$ cat src/rtl/instruction_fetch_unit_if.sv
// Instruction fetch bus bundle.
// It carries the imem read port, the decode valid/ready handshake and the
// redirect request.
// The master side is the fetch unit. The slave side is the memory/decode
// environment.
interface instruction_fetch_unit_if #(
  parameter int ADDR_W  = 64,
  parameter int DATA_W  = 64,
  parameter int INSTR_W = 32
);
  logic [ADDR_W-1:0]  imem_addr;
  logic [DATA_W-1:0]  imem_data;
  logic               instr_valid;
  logic               instr_ready;
  logic [INSTR_W-1:0] instr;
  logic [63:0]        instr_pc;
  logic               redirect_valid;
  logic [63:0]        redirect_pc;

  modport master (
    output imem_addr, instr_valid, instr, instr_pc,
    input  imem_data, instr_ready, redirect_valid, redirect_pc
  );

  modport slave (
    input  imem_addr, instr_valid, instr, instr_pc,
    output imem_data, instr_ready, redirect_valid, redirect_pc
  );
endinterface

$ cat src/rtl/instruction_fetch_unit.sv
// Instruction fetch unit.
// It owns the byte fetch PC and issues word reads to a memory with a fixed
// 1-cycle latency.
// Returned words are buffered in a 2-entry shift FIFO. The FIFO head flops
// drive the decode outputs directly.
// A redirect flushes the FIFO and drops any in-flight response.
module instruction_fetch_unit #(
  parameter logic [63:0] RESET_PC   = 64'h0,
  parameter int          ADDR_W     = 64,
  parameter int          DATA_W     = 64,
  parameter int          INSTR_W    = 32,
  parameter int          FIFO_DEPTH = 2
) (
  input logic                      clk,
  input logic                      reset,
  instruction_fetch_unit_if.master bus
);

  typedef enum logic [1:0] {
    EMPTY = 2'd0,
    ONE   = 2'd1,
    FULL  = 2'd2
  } fifo_state_e;

  fifo_state_e        state_q, state_d;
  logic [63:0]        fetch_pc_q, fetch_pc_d;
  logic [63:0]        req_pc_q, req_pc_d;
  logic               inflight_q, inflight_d;
  logic               valid_q, valid_d;
  logic [INSTR_W-1:0] head_instr_q, head_instr_d;
  logic [63:0]        head_pc_q, head_pc_d;
  logic [INSTR_W-1:0] tail_instr_q, tail_instr_d;
  logic [63:0]        tail_pc_q, tail_pc_d;

  logic               pop_s;
  logic               push_s;
  logic               issue_s;
  logic [1:0]         count_s;
  logic [2:0]         occupancy_s;
  logic [DATA_W-1:0]  rsp_word_s;
  logic [INSTR_W-1:0] rsp_instr_s;
  logic [63:0]        word_addr_s;

  // The FIFO state encoding is the entry count.
  assign count_s     = state_q;
  assign pop_s       = valid_q & bus.instr_ready;
  // A redirect squashes the response that is arriving this cycle.
  assign push_s      = inflight_q & ~bus.redirect_valid;
  // Entries that will be occupied once the in-flight word lands.
  // Issue only when a slot is still free after that.
  assign occupancy_s = {1'b0, count_s} - {2'b00, pop_s} + {2'b00, inflight_q};
  assign issue_s     = ~bus.redirect_valid & (occupancy_s < 3'(FIFO_DEPTH));
  assign rsp_word_s  = bus.imem_data;
  assign rsp_instr_s = rsp_word_s[INSTR_W-1:0];
  assign word_addr_s = {2'b00, fetch_pc_q[63:2]};

  assign bus.imem_addr   = word_addr_s[ADDR_W-1:0];
  assign bus.instr_valid = valid_q;
  assign bus.instr       = head_instr_q;
  assign bus.instr_pc    = head_pc_q;

  // Fetch PC sequencing: redirect, issue a new word read, or hold.
  always_comb begin
    fetch_pc_d = fetch_pc_q;
    req_pc_d   = req_pc_q;
    inflight_d = 1'b0;
    if (bus.redirect_valid) begin
      fetch_pc_d = {bus.redirect_pc[63:2], 2'b00};
      inflight_d = 1'b0;
    end else if (issue_s) begin
      inflight_d = 1'b1;
      req_pc_d   = fetch_pc_q;
      fetch_pc_d = fetch_pc_q + 64'd4;
    end else begin
      inflight_d = 1'b0;
    end
  end

  // Output FIFO FSM: move entries according to push/pop, and flush on redirect.
  always_comb begin
    state_d      = state_q;
    head_instr_d = head_instr_q;
    head_pc_d    = head_pc_q;
    tail_instr_d = tail_instr_q;
    tail_pc_d    = tail_pc_q;
    if (bus.redirect_valid) begin
      state_d      = EMPTY;
      head_instr_d = '0;
      head_pc_d    = 64'd0;
      tail_instr_d = '0;
      tail_pc_d    = 64'd0;
    end else begin
      case (state_q)
        EMPTY: begin
          if (push_s) begin
            state_d      = ONE;
            head_instr_d = rsp_instr_s;
            head_pc_d    = req_pc_q;
          end else begin
            state_d = EMPTY;
          end
        end
        ONE: begin
          case ({push_s, pop_s})
            2'b10: begin
              state_d      = FULL;
              tail_instr_d = rsp_instr_s;
              tail_pc_d    = req_pc_q;
            end
            2'b01: begin
              state_d      = EMPTY;
              head_instr_d = '0;
              head_pc_d    = 64'd0;
            end
            2'b11: begin
              head_instr_d = rsp_instr_s;
              head_pc_d    = req_pc_q;
            end
            default: state_d = ONE;
          endcase
        end
        FULL: begin
          case ({push_s, pop_s})
            2'b01: begin
              state_d      = ONE;
              head_instr_d = tail_instr_q;
              head_pc_d    = tail_pc_q;
              tail_instr_d = '0;
              tail_pc_d    = 64'd0;
            end
            2'b11: begin
              head_instr_d = tail_instr_q;
              head_pc_d    = tail_pc_q;
              tail_instr_d = rsp_instr_s;
              tail_pc_d    = req_pc_q;
            end
            default: state_d = FULL;
          endcase
        end
        default: state_d = EMPTY;
      endcase
    end
    valid_d = (state_d != EMPTY);
  end

  // State registers. Reset has priority over every other input.
  always_ff @(posedge clk) begin
    if (reset) begin
      state_q      <= EMPTY;
      fetch_pc_q   <= RESET_PC;
      req_pc_q     <= 64'd0;
      inflight_q   <= 1'b0;
      valid_q      <= 1'b0;
      head_instr_q <= '0;
      head_pc_q    <= 64'd0;
      tail_instr_q <= '0;
      tail_pc_q    <= 64'd0;
    end else begin
      state_q      <= state_d;
      fetch_pc_q   <= fetch_pc_d;
      req_pc_q     <= req_pc_d;
      inflight_q   <= inflight_d;
      valid_q      <= valid_d;
      head_instr_q <= head_instr_d;
      head_pc_q    <= head_pc_d;
      tail_instr_q <= tail_instr_d;
      tail_pc_q    <= tail_pc_d;
    end
  end

endmodule

$ cat src/flat_wrapper.sv
// flat-port wrapper written by rule: the top's interface ports become plain ports
module instruction_fetch_unit_flat 
#(
  parameter logic [63:0] RESET_PC   = 64'h0,
  parameter int          ADDR_W     = 64,
  parameter int          DATA_W     = 64,
  parameter int          INSTR_W    = 32,
  parameter int          FIFO_DEPTH = 2
)
  (clk, reset, bus_imem_addr, bus_instr_valid, bus_instr, bus_instr_pc, bus_imem_data, bus_instr_ready, bus_redirect_valid, bus_redirect_pc);
  instruction_fetch_unit_if #(.ADDR_W(ADDR_W), .DATA_W(DATA_W), .INSTR_W(INSTR_W)) bus_i ();
  input logic clk;
  input logic reset;
  output wire logic [$bits(bus_i.imem_addr)-1:0] bus_imem_addr;
  output wire logic [$bits(bus_i.instr_valid)-1:0] bus_instr_valid;
  output wire logic [$bits(bus_i.instr)-1:0] bus_instr;
  output wire logic [$bits(bus_i.instr_pc)-1:0] bus_instr_pc;
  input wire logic [$bits(bus_i.imem_data)-1:0] bus_imem_data;
  input wire logic [$bits(bus_i.instr_ready)-1:0] bus_instr_ready;
  input wire logic [$bits(bus_i.redirect_valid)-1:0] bus_redirect_valid;
  input wire logic [$bits(bus_i.redirect_pc)-1:0] bus_redirect_pc;
  assign bus_imem_addr = bus_i.imem_addr;
  assign bus_instr_valid = bus_i.instr_valid;
  assign bus_instr = bus_i.instr;
  assign bus_instr_pc = bus_i.instr_pc;
  assign bus_i.imem_data = bus_imem_data;
  assign bus_i.instr_ready = bus_instr_ready;
  assign bus_i.redirect_valid = bus_redirect_valid;
  assign bus_i.redirect_pc = bus_redirect_pc;
  instruction_fetch_unit #(.RESET_PC(RESET_PC), .ADDR_W(ADDR_W), .DATA_W(DATA_W), .INSTR_W(INSTR_W), .FIFO_DEPTH(FIFO_DEPTH)) u_core (.clk(clk), .reset(reset), .bus(bus_i));
endmodule
$ cat config.mk
export PLATFORM = sky130hd
export DESIGN_NAME = instruction_fetch_unit_flat
export DESIGN_NICKNAME = d
export VERILOG_FILES = /design/src/rtl/instruction_fetch_unit_if.sv /design/src/rtl/instruction_fetch_unit.sv /design/src/flat_wrapper.sv
export SDC_FILE = /design/constraint.sdc
export NUM_CORES = 1
export LEC_CHECK = 0
export BUFFER_PORTS_ARGS = -buffer_cell sky130_fd_sc_hd__buf_2
export CAP_MARGIN = 30
export CORE_AREA = 5 5 203 205
export CTS_CLUSTER_DIAMETER = 100
export DETAILED_ROUTE_END_ITERATION = 12
export DIE_AREA = 0 0 208 210
export PLACE_DENSITY_LB_ADDON = 0.08
export SLEW_MARGIN = 5
export SYNTH_ARGS = -nofsm -noshare
export SYNTH_HDL_FRONTEND = slang
export SYNTH_SLANG_ARGS = --single-unit
export TNS_END_PERCENT = 10
$ cat constraint.sdc
create_clock -name clk -period 3.8 [get_ports clk]
set_clock_uncertainty 0.2 [all_clocks]
set_input_delay 0.57 -clock clk [delete_from_list [all_inputs] [get_ports clk]]
set_output_delay 0.57 -clock clk [all_outputs]
set_load 0.005 [all_outputs]
# Yosys cells after proc, flatten, opt, wreduce, memory -nomap -nowiden
# Cells that the tools add are included.
word_totals:
  out_inout_bits: 161
  mem_count: 0
  regBits: 324
  latchBits: 0
  rom_bits: 0
  ram_bits: 0
  inputBits: 132
  elab_cells: 58
op_classes:
  n_mul: 0
  n_mux: 20
  order_cmp: 1
  n_eq_ne: 10
  n_div: 0
  n_shift: 0
  addsub: 3
  n_bitwise: 4
  n_reduce_logical: 10
ops:
  columns: ["operator", "n"]
  rows:
  - ["64-bit two-way mux", 5]
  - ["64-bit one-hot mux with 2 select lines", 2]
  - ["64-bit one-hot mux with 3 select lines", 1]
  - ["32-bit one-hot mux with 2 select lines", 2]
  - ["32-bit two-way mux", 3]
  - ["32-bit one-hot mux with 3 select lines", 1]
  - ["64-bit by 3-bit adder with 64-bit output (second input constant)", 1]
  - ["2-bit one-hot mux with 3 select lines", 2]
  - ["2-bit equality test (second input constant)", 3]
  - ["3-bit by 1-bit inequality test with 1-bit output (second input constant)", 2]
  - ["2-bit nonzero test", 3]
  - ["2-bit by 1-bit equality test with 1-bit output (second input constant)", 2]
  - ["2-bit by 1-bit inequality test with 1-bit output (second input constant)", 2]
  - ["2-bit one-hot mux with 2 select lines", 1]
  - ["4-bit AND reduction", 1]
  - ["2-bit OR reduction", 2]
  - ["3-bit by 1-bit adder with 3-bit output", 1]
  - ["1-bit AND", 3]
  - ["3-bit by 2-bit less-than comparator with 1-bit output (second input constant)", 1]
  - ["3-bit AND reduction", 1]
  - ["3-bit nonzero test", 1]
  - ["2-bit by 1-bit subtractor with 3-bit output", 1]
  - ["2-bit zero test", 1]
  - ["1-bit two-way mux", 2]
  - ["other kinds (4)", 4]

# Logic depth before layout (Yosys ltp)
depth:
  word_depth: 7
  depth_mapped: 12
  ltp_nobuf: 10

# Least setup slack after synthesis
# No wires, ideal clock.
synth_timing:
  kind: "input port to flip-flop"
  startpoint: "input port bus_instr_ready"
  endpoint: "register u_core.fetch_pc_q[49]"
  path_slack_ps: 114
  setup_ps: 91
  path_buffers: 1
  required_ps: 3509
  t_arrival_ps: 3395
  stages: 10
  path_cell_list: "nand2_1 > inv_1 > ha_1 > nand2b_1 > fa_1 > clkbuf_1 > nand3_1 > or4_4 > or4_1 > a311oi_1"
synth_between:
  elab_chain_cells: 6
synth_rtl:
  columns: ["item", "line", "text"]
  rows:
  - ["start, declared", "flat_wrapper.sv:19", "input wire logic [$bits(bus_i.instr_ready)-1:0] bus_instr_ready;"]
  - ["1-bit AND", "instruction_fetch_unit.sv:46", "assign pop_s = valid_q & bus.instr_ready;"]
  - ["2-bit by 1-bit subtractor with 3-bit output", "instruction_fetch_unit.sv:51", "assign occupancy_s = {1'b0, count_s} - {2'b00, pop_s} + {2'b00, inflight_q};"]
  - ["3-bit by 1-bit adder with 3-bit output", "instruction_fetch_unit.sv:51", null]
  - ["3-bit by 2-bit less-than comparator with 1-bit output", "instruction_fetch_unit.sv:52", "assign issue_s = ~bus.redirect_valid & (occupancy_s < 3'(FIFO_DEPTH));"]
  - ["1-bit AND", "instruction_fetch_unit.sv:52", null]
  - ["2-bit nonzero test (no source line)", null, null]
  - ["end signal, assigned", "instruction_fetch_unit.sv:160", "fetch_pc_q <= fetch_pc_d;"]
  - ["end, declared", "instruction_fetch_unit.sv:26", "logic [63:0] fetch_pc_q, fetch_pc_d;"]
# No other way between the ends.
# A chain may end at the register's enable or synchronous reset.

# Worst setup path after layout
layout_timing:
  startpoint: "register u_core.valid_q (netlist: u_core.bus.instr_valid)"
  endpoint: "register u_core.fetch_pc_q[41]"
layout_between:
  elab_chain_cells: 6
layout_rtl:
  columns: ["item", "line", "text"]
  rows:
  - ["start, declared", "instruction_fetch_unit.sv:29", "logic valid_q, valid_d;"]
  - ["start signal, assigned", "instruction_fetch_unit.sv:163", "valid_q <= valid_d;"]
  - ["1-bit AND", "instruction_fetch_unit.sv:46", null]
  - ["2-bit by 1-bit subtractor with 3-bit output", "instruction_fetch_unit.sv:51", null]
  - ["3-bit by 1-bit adder with 3-bit output", "instruction_fetch_unit.sv:51", null]
  - ["3-bit by 2-bit less-than comparator with 1-bit output", "instruction_fetch_unit.sv:52", null]
  - ["1-bit AND", "instruction_fetch_unit.sv:52", null]
  - ["2-bit nonzero test (no source line)", null, null]
# No other way between the ends.

==> impl_metrics.env <==
export IMPL_status="finished, final reports clean"
export IMPL_grt_first_pass_wirelength_um=71500
export IMPL_clock_sinks=316
export IMPL_die_y_um=210
export IMPL_numCtsBuffers=38
export IMPL_cp_arrival_ps=3850
export IMPL_hpwl_um=29600
export IMPL_final_cells=2412
export IMPL_grt_overflow=0
export IMPL_cts_setup_buffers=0
export IMPL_post_route_util_pct=42.1
export IMPL_critPathLaunchType="register"
export IMPL_port_buffers=254
export IMPL_place_ws_ps=-230
export IMPL_gp_congestion=0.821
export IMPL_worst_slew_pin_slew_ps=850
export IMPL_rsz0062_at_grt="false"
export IMPL_cts_tree="done"
export IMPL_cellPowerDensity_nw_per_um2=473
export IMPL_yosys_warnings=0
export IMPL_async_flop_share_pct=0
export IMPL_swShare_pct=25.1
export IMPL_nets=1998
export IMPL_die_area_um2=43700
export IMPL_whs_ps=84.9
export IMPL_grt_max_degree=189
export IMPL_ys_types=56
export IMPL_ant_nets=0
export IMPL_seq_area_frac_synth_pct=46.9
export IMPL_vdd_drop_max_mv=0.223
export IMPL_setup_ws_ps=201
export IMPL_area_growth_syn_to_layout_pct=22.5
export IMPL_p_clk_share_pct=46.0
export IMPL_root_buffer="clkbuf_16"
export IMPL_grt_usage_pct=20.0
export IMPL_synth_top_area_share_pct=46.9
export IMPL_initial_core_util_pct=34.4
export IMPL_finalCritPeriodShare_pct=94.7
export IMPL_layout_min_cycle_time_ps=3600
export IMPL_routed_via_count=12900
export IMPL_endpoint="u_core.fetch_pc_q[41]"
export IMPL_htreeDepth=2
export IMPL_critPathMaxStageDelay_ps=490
export IMPL_hold_depth=3
export IMPL_cp_end_kind="register"
export IMPL_fin_area_um2=16500
export IMPL_clk_path_buf_depth=3
export IMPL_synth_top_area_cell="dfxtp_1"
export IMPL_power_share_sequential_pct=45.8
export IMPL_die_w_um=208
export IMPL_p_int_w=0.00585
export IMPL_drtIter0Drc=918
export IMPL_ff2ff_setup_slack_ps=200
export IMPL_drive_gt1_share_pct=19.6
export IMPL_slew_headroom_pct=42.8
export IMPL_path_clk_slew_ps=60
export IMPL_dp_cells=2344
export IMPL_clk_latency_ps=540
export IMPL_synth_cells=1675
export IMPL_crit_start="u_core.bus.instr_valid"
export IMPL_placed_cell_area_um2=15300
export IMPL_slowest_stage="or4_4"
export IMPL_yosys_top_cells_count="316 x dfxtp_1, 271 x nand2_1, 174 x a21oi_1"
export IMPL_cts_hold_buf=0
export IMPL_cp_max_fo=4
export IMPL_hp_class="input port to register"
export IMPL_first_pass_iters=5
export IMPL_p_sw_w=0.00196
export IMPL_grt_pass1_vias=11900
export IMPL_final_max_slew_viol_count=0
export IMPL_hold_violations=0
export IMPL_via_per_inst=5.36
export IMPL_synth_area_leaders="dfxtp_1 47%, nand2_1 7.5%, a21oi_1 6.5%"
export IMPL_antenna_found_initial=1
export IMPL_io_pins=293
export IMPL_crit_required_ps=4050
export IMPL_syn_area_per_cell_um2=8.06
export IMPL_drv_cap=0
export IMPL_fmax_mhz=278
export IMPL_ys_ff_latch=316
export IMPL_r2r_cells=11
export IMPL_r2r_end="u_core.fetch_pc_q[41]"
export IMPL_synth_flop_cell="dfxtp_1"
export IMPL_synth_edf_count=0
export IMPL_combPwrFrac_pct=8.2
export IMPL_finalSetupViolations=0
export IMPL_netlist_area_um2=13500
export IMPL_path_cells="nand2_1, inv_1, ha_1, nand2b_1, fa_1, xnor2_2, nand3_1, buf_4, or4_4, or4_1, a311oi_1"
export IMPL_synth_most_common_cell="dfxtp_1"
export IMPL_core_um2=39300
export IMPL_path_class="register to register"
export IMPL_postRouteWirelength_um=45500
export IMPL_num_rows=73
export IMPL_antenna_cells_inserted=0
export IMPL_wl_per_cell_um=18.9
export IMPL_p_leak_nw=5.90
export IMPL_drc=0
export IMPL_r2r_start="u_core.bus.instr_valid"
export IMPL_nFillCells=4071
==> power groups by stage <==
stage | sequential [W] | clock [W] | combinational, W
2_1_floorplan | 0.00360 | 0 | 0.000381
3_3_place_gp | 0.00365 | 0 | 0.000645
3_5_place_dp | 0.00365 | 0 | 0.000649
4_1_cts | 0.00358 | 0.00372 | 0.000650
5_1_grt | 0.00359 | 0.00383 | 0.000721
6_report | 0.00358 | 0.00360 | 0.000641
==> sequential cells by signal (all words and copies together), names as in the netlist <==
register                cells
u_core.bus.instr_pc        62
u_core.bus.instr           32
u_core.bus.instr_valid      1
u_core.count_s              2
u_core.req_pc_q            62
u_core.tail_instr_q        32
u_core.tail_pc_q           62
u_core.fetch_pc_q          62
u_core.inflight_q           1
==> cells in the final DEF (no fill, tap or decap), types with 24 or more instances in the layout <==
cell,Yosys,layout
a211oi_1,111,111
nor2_1,153,152
dfxtp_1,316,316
a311oi_1,24,24
nand2_1,271,270
buf_4,4,38
a21oi_1,174,173
clkbuf_16,0,41
buf_2,6,253
nand3_1,127,125
a22oi_1,94,94
==> metrics by stage <==
stage | setup TNS, ps | total power, W
after floorplan | 0 | 0.00398
after global placement | -1540 | 0.00429
after detailed placement | -2350 | 0.00430
after CTS | 0 | 0.00794
after global routing | 0 | 0.00814
final | 0 | 0.00781
==> cell type report <==
cell class	instances	area (um2)	area share [%]
inverters	23	86.3	0.522
clock inverters	6	55.1	0.333
well taps	525	657	3.97
flip-flops and latches	316	6330	38.3
clock buffers	62	1170	7.11
repair buffers	297	1670	10.1
multi-input cells	1183	6560	39.7
==> critical path: cells and delay by family, from the launching register on <==
family	cells	cell delay, ps
flops	1	310
compound gates	1	240
xor+xnor	1	280
buf+inv	2	290
simple gates	5	1490
fa+ha+maj	2	680
==> kinds of logic after synthesis <==
logic type / share of synthesized area (%)
multiplexers: 0.0835
AO/OA/AOI/OAI: 22.5
adder cells (fa/ha/maj): 0.705
flip-flops: 46.9
other: 0.0278
buffers and inverters: 5.16
AND/OR/NAND/NOR: 23.3
XOR/XNOR: 1.43
==> worst min path at each step <==
| stage | startpoint | end | slack (ps) |
|---|---|---|---|
| 2_1_floorplan | u_core.tail_instr_q[0] | u_core.tail_instr_q[0] | 230 |
| 5_1_grt | bus_redirect_pc[8] | u_core.fetch_pc_q[8] | 70 |
| 3_5_place_dp | u_core.tail_instr_q[17] | u_core.tail_instr_q[17] | 240 |
| 4_1_cts | bus_redirect_pc[4] | u_core.fetch_pc_q[4] | 50 |
| 6_report | bus_redirect_pc[4] | u_core.fetch_pc_q[4] | 80 |
| 3_3_place_gp | u_core.tail_pc_q[43] | u_core.tail_pc_q[43] | 240 |
==> routing by layer <==
| layer | GRT usage, % | share of wire [%] | wire length, um |
|---|---|---|---|
| met1 | 30.7 | 50 | 22600 |
| met2 | 28.6 | 42 | 19200 |
| met3 | 2.98 | 5.7 | 2570 |
| met4 | 6.36 | 2.6 | 1200 |
| met5 | 0 | 0 | 0 |
==> what timing repair did <==
item | 4_1_cts | 5_1_grt
setup endpoints to repair | 0 | 9
hold endpoints to repair | 0 | 0
resized for setup | 0 | 2
Note: power is estimated with default switching activity, not from simulation.
